--- src/rtl/gt_compare_arbiter_pkg.sv ---
// Shared defaults, index/one-hot helpers and response tag encoding for the
// shared greater-than comparator block.
package gt_compare_arbiter_pkg;

  localparam int N_DEF  = 4;
  localparam int W_DEF  = 6;
  localparam int CW_DEF = 16;

  // Helpers are sized for the largest supported requester count.
  localparam int MAX_N = 8;
  localparam int IDX_W = 3;

  // Comparator outcome as carried into the response stage:
  // bit 1 = greater-than, bit 0 = equal.
  typedef enum logic [1:0] {
    TAG_LT = 2'b00,
    TAG_EQ = 2'b01,
    TAG_GT = 2'b10
  } cmp_tag_e;

  function automatic logic [IDX_W-1:0] oh2idx(input logic [MAX_N-1:0] oh);
    logic [IDX_W-1:0] idx;
    idx = '0;
    for (int i = 0; i < MAX_N; i++)
      if (oh[i]) idx = idx | IDX_W'(i);
    return idx;
  endfunction

  function automatic logic [MAX_N-1:0] idx2oh(input logic [IDX_W-1:0] idx);
    return MAX_N'(1) << idx;
  endfunction

  function automatic cmp_tag_e mk_tag(input logic gt, input logic eq);
    if (gt)      return TAG_GT;
    else if (eq) return TAG_EQ;
    else         return TAG_LT;
  endfunction

endpackage

--- src/rtl/gt_eq_compare.sv ---
// Combinational W-bit unsigned comparator built from 2-bit greater-than
// slices, combined from the most significant slice down.
module gt_eq_compare #(
  parameter int W = 6
) (
  input  logic [W-1:0] a,
  input  logic [W-1:0] b,
  output logic         gt,
  output logic         eq
);

  localparam int S = (W + 1) / 2;

  // Odd widths are zero-padded to a whole number of slices.
  logic [2*S-1:0] ap, bp;
  logic [S-1:0]   sgt, seq;

  assign ap = (2*S)'(a);
  assign bp = (2*S)'(b);

  generate
    for (genvar s = 0; s < S; s++) begin : g_slice
      assign sgt[s] = (ap[2*s+1] & ~bp[2*s+1]) |
                      (~(ap[2*s+1] ^ bp[2*s+1]) & ap[2*s] & ~bp[2*s]);
      assign seq[s] = (ap[2*s+1:2*s] == bp[2*s+1:2*s]);
    end
  endgenerate

  // First unequal slice from the top decides; all-equal means eq.
  always_comb begin
    gt = 1'b0;
    eq = 1'b1;
    for (int s = S - 1; s >= 0; s--) begin
      gt = gt | (eq & sgt[s]);
      eq = eq & seq[s];
    end
  end

endmodule

--- src/rtl/gt_compare_arbiter.sv ---
// Round-robin arbiter sharing one comparator between N requesters, with a
// two-stage pipeline returning one-hot tagged results.
module gt_compare_arbiter
  import gt_compare_arbiter_pkg::*;
#(
  parameter int N  = N_DEF,
  parameter int W  = W_DEF,
  parameter int CW = CW_DEF
) (
  input  logic            clk,
  input  logic            rst_n,
  input  logic [N-1:0]    req,
  input  logic [N*W-1:0]  x_in,
  input  logic [N*W-1:0]  y_in,
  output logic [N-1:0]    ack,
  output logic [N-1:0]    rsp_valid,
  output logic            rsp_gt,
  output logic            rsp_eq,
  output logic            busy,
  output logic [CW-1:0]   cmp_count
);

  logic [IDX_W-1:0] ptr, ptr_nxt, gidx;
  logic [N-1:0]     grant;
  logic [W-1:0]     s1_x, s1_y;
  logic [IDX_W-1:0] s1_own;
  logic             s1_valid;
  logic             c_gt, c_eq;
  cmp_tag_e         tag;

  // Round-robin scan starting at ptr, wrapping modulo N.
  always_comb begin
    int  j;
    logic found;
    grant = '0;
    found = 1'b0;
    j     = 0;
    for (int k = 0; k < N; k++) begin
      j = int'(ptr) + k;
      if (j >= N) j = j - N;
      if (!found && req[j]) begin
        grant[j] = 1'b1;
        found    = 1'b1;
      end
    end
  end

  assign gidx    = oh2idx(MAX_N'(grant));
  assign ptr_nxt = (int'(gidx) == N - 1) ? '0 : gidx + 1'b1;
  assign ack     = rst_n ? grant : '0;

  gt_eq_compare #(.W(W)) u_cmp (
    .a  (s1_x),
    .b  (s1_y),
    .gt (c_gt),
    .eq (c_eq)
  );

  assign tag  = mk_tag(c_gt, c_eq);
  assign busy = s1_valid | (|rsp_valid);

  // Accept stage, response stage and completion counter. Reset drops any
  // comparison in flight.
  always_ff @(posedge clk) begin
    if (!rst_n) begin
      ptr       <= '0;
      s1_x      <= '0;
      s1_y      <= '0;
      s1_own    <= '0;
      s1_valid  <= 1'b0;
      rsp_valid <= '0;
      rsp_gt    <= 1'b0;
      rsp_eq    <= 1'b0;
      cmp_count <= '0;
    end else begin
      if (|grant) begin
        ptr      <= ptr_nxt;
        s1_x     <= x_in[gidx*W +: W];
        s1_y     <= y_in[gidx*W +: W];
        s1_own   <= gidx;
        s1_valid <= 1'b1;
      end else begin
        s1_valid <= 1'b0;
      end
      rsp_valid <= s1_valid ? N'(idx2oh(s1_own)) : '0;
      rsp_gt    <= s1_valid & (tag == TAG_GT);
      rsp_eq    <= s1_valid & (tag == TAG_EQ);
      // Counts the response being registered, so it matches rsp_valid.
      cmp_count <= cmp_count + CW'(s1_valid);
    end
  end

endmodule
--- config.mk ---
export PLATFORM = sky130hd
export DESIGN_NAME = gt_compare_arbiter
export DESIGN_NICKNAME = d
export VERILOG_FILES = /design/src/rtl/gt_compare_arbiter_pkg.sv /design/src/rtl/gt_eq_compare.sv /design/src/rtl/gt_compare_arbiter.sv
export SDC_FILE = /design/constraint.sdc
export NUM_CORES = 1
export LEC_CHECK = 0
export BUFFER_PORTS_ARGS = -buffer_cell sky130_fd_sc_hd__buf_2
export CAP_MARGIN = 20
export CORE_UTILIZATION = 30
export DETAILED_ROUTE_END_ITERATION = 16
export GPL_TIMING_DRIVEN = 0
export PLACE_DENSITY = 0.59
export SLEW_MARGIN = 20
export SYNTH_ARGS = -nofsm -noshare
export SYNTH_HDL_FRONTEND = slang
export SYNTH_SLANG_ARGS = --single-unit
--- constraint.sdc ---
create_clock -name clk -period 3.35 [get_ports clk]
set_clock_uncertainty 0.15 [all_clocks]
set_input_delay 0.67 -clock clk [delete_from_list [all_inputs] [get_ports clk]]
set_output_delay 0.67 -clock clk [all_outputs]
set_load 0.01 [all_outputs]
==> flow_summary.json <==
{
  "cts_root_buf": "clkbuf_8",
  "path_cells": "clkinvlp_4 -> ha_4 -> mux4_2 -> buf_6 -> a21oi_4 -> a2bb2oi_4 -> or2_4 -> and2_4 -> buf_6",
  "worst_slew_pin_slew_ns": 0.605,
  "clkLatencyLatePin_ns": 0.30,
  "initial_utilization": 0.310,
  "swShare": 0.447,
  "maxCapViolations": 0,
  "path_delay_family": "multiplexers",
  "drc_errors": 0,
  "leakage_nw": 1.56,
  "rsz0062_at_grt": "yes",
  "synth_area_leader_cell": "dfxtp_1",
  "synthFlopType": "dfxtp_1",
  "fp-row-count": 34,
  "htree_levels": 2,
  "cts_sinks": 39,
  "synth_edf_count": 0,
  "fmax_mhz": 289,
  "synth.avg_cell_area_um2": 8.53,
  "synth-seq-area-share": 0.291,
  "worst_path_max_delay_cell": "mux4_2",
  "critPathMaxFanout": 6,
  "intPower_mw": 1.81,
  "yosys_warnings": 0,
  "cp-start-kind": "flop",
  "syn_area_mm2": 0.00269,
  "setup_ws_ns": -0.105,
  "finalCriticalPeriod_ns": 3.45,
  "numPortBuffers": 79,
  "n_antenna_cell": 0,
  "die_w_um": 96.6,
  "synth_most_common_cell": "dfxtp_1",
  "netlist_instances": 315,
  "ys_types": 52,
  "crit_type": "flop to output pin",
  "hpwl_um": 6040,
  "core_area_mm2": 0.00868,
  "hold_class": "flop to flop",
  "grt_usage": 0.184,
  "critPathBufInv": 3,
  "cts_tree": "yes",
  "die_h_um": 96.6,
  "vdd_drop_max_v": 0.000351,
  "synth_fp_nets": 381,
  "cp.depth": 9,
  "final_max_slew_viol_count": 0,
  "finish.utilization": 0.430,
  "path_clk_slew_ns": 0.09,
  "wl_per_cell_um": 16.0,
  "grt_pass1_wl_um": 14100,
  "drive_gt1_frac": 0.379,
  "ff2ff_path_depth": 11,
  "first_iter_violations": 205,
  "first_pass_iters": 5,
  "dpl_cell_area_mm2": 0.00324,
  "num_vias": 2893,
  "hold_path_depth": 2,
  "synthToLayoutAreaGrowth_pct": 39.0,
  "power_frac_comb": 0.670,
  "synth-seq-cells": 39,
  "r2r_slack_ns": -0.07,
  "hold_violations": 0,
  "critPathArrivalTime_ns": 2.63,
  "maxSlewHeadroom": 0.597,
  "powerDensity_mw_per_mm2": 874,
  "power_frac_seq": 0.205,
  "status": "finished with violations",
  "die_area_mm2": 0.00934,
  "worst_setup_path_end_kind": "output pin",
  "synth.top_cell.area_share": 0.291,
  "cts_max_path_buffers": 2,
  "p_clk_frac": 0.125,
  "async_reset_ff_frac": 0,
  "stdcell_area_mm2": 0.00373,
  "antenna_found_initial": 0,
  "grt_overflow_total": 0,
  "synthTopCellsByArea": "dfxtp_1, o2111ai_1, ha_1",
  "required_ns": 2.53,
  "gp_congestion": 0.938,
  "io_pins": 81,
  "setup_viol": 12,
  "cts_hold_buf": 0,
  "cpMostUsedCell": "buf_6",
  "grt_start_max_net_pins": 14,
  "ant_nets": 0,
  "layout.nets": 490,
  "synth_common_cells": "dfxtp_1, o2111ai_1, nand2_1",
  "finalCritPeriodShare": 1.03,
  "cts_buffers": 5,
  "power.switching_mw": 1.46,
  "violations": "setup timing",
  "routed_wl_um": 8550,
  "crit_path_max_incr_delay_ns": 0.59,
  "vias_per_cell": 5.43,
  "grt_pass1_vias": 2849,
  "whs_ns": 0.305
}
-- what timing repair did --
action	4_1_cts	5_1_grt
setup buffers	23	4
endpoints found under the setup margin	20	19
gates cloned	0	1
pin swaps	10	16
gates resized for setup	39	17
-- per-layer routing --
layer,wire [µm],up-vias,GRT usage
met5,0,-,0
met4,203,0,0.0563
met3,571,21,0.0347
met2,3880,122,0.300
met1,3900,1325,0.246
li1,-,1425,-
-- registers in the layout, summed over array words and instances (netlist names) --
register / count
cmp_count: 16
s1_x: 6
s1_y: 6
rsp_valid: 4
ptr: 2
s1_own: 2
rsp_eq: 1
rsp_gt: 1
s1_valid: 1
-- worst paths after layout --
path           start      end
max           ptr[0]   ack[1]
max reg2reg   ptr[0]  s1_x[3]
min reg2reg  s1_x[1]  s1_x[1]
min          s1_x[1]  s1_x[1]
-- layout make-up --
cell class	instances	area, µm²
well taps	108	135
plain buffers	18	109
flip-flops and latches	39	788
repair buffers	107	639
fillers	864	4940
clock buffers	5	68.8
multi-input cells	234	1870
clock inverters	3	43.8
inverters	19	78.8
-- stage by stage --
stage	setup slack (ns)	cells	setup TNS, ns	power, mW
finish	-0.105	533	-0.371	3.26
global route	-0.187	533	-2.07	3.51
CTS	-0.101	532	-0.211	3.16
detailed placement	-0.609	502	-8.26	2.34
global placement	-0.557	502	-7.63	2.32
floorplan	0.00375	315	0	1.88
-- cell families (layout without fill, tap and decap cells) --
kind of cell,Yosys count,after routing,share of synthesized area
multiplexers,9,9,0.0498
AND/OR/NAND/NOR,115,115,0.232
adder cells (fa/ha/maj),13,13,0.0596
buffers and inverters,42,152,0.0722
XOR/XNOR,13,13,0.0424
flip-flops,39,39,0.291
AO/OA/AOI/OAI,84,84,0.253
-- cells in the final DEF, fill, tap and decap left out, types with 3 or more instances in the layout --
cell	synthesis	final
o21ai_0	6	5
or3_1	17	17
nor3_1	6	6
buf_2	5	77
a21oi_1	9	6
clkbuf_8	0	5
ha_1	12	11
clkbuf_1	13	7
mux4_2	3	3
o21bai_1	12	12
nand2_1	24	24
nor2_1	19	16
nand4_1	4	4
dfxtp_1	39	37
and3_1	3	3
or4_1	12	12
a32oi_1	12	12
buf_6	3	9
nand3b_1	3	3
inv_1	17	15
nand3_1	9	9
o2111ai_1	25	24
buf_4	2	26
nor2_4	0	3
xnor2_1	3	3
and2_1	7	5
clkbuf_4	0	4
mux2i_1	4	4
xor2_1	10	10
and4_1	4	4
-- worst register-to-register path, cell delays in order (launching register included) --
cell and delay, ns:
dfxtp_4 0.38, clkinvlp_4 0.11, ha_4 0.29, mux4_2 0.59, buf_6 0.17, a21oi_4 0.19
buf_4 0.14, a21boi_2 0.04, a221o_1 0.37, buf_6 0.17, or4_1 0.52, a32oi_1 0.21
-- power groups by stage --
stage	logic [mW]	registers (mW)	clock network, mW
final	2.19	0.669	0.407
after global routing	2.38	0.687	0.440
after CTS	2.09	0.658	0.415
after detailed placement	1.67	0.671	0
after global placement	1.65	0.667	0
after floorplan	1.22	0.659	0
(Power assumes the default switching activity.)
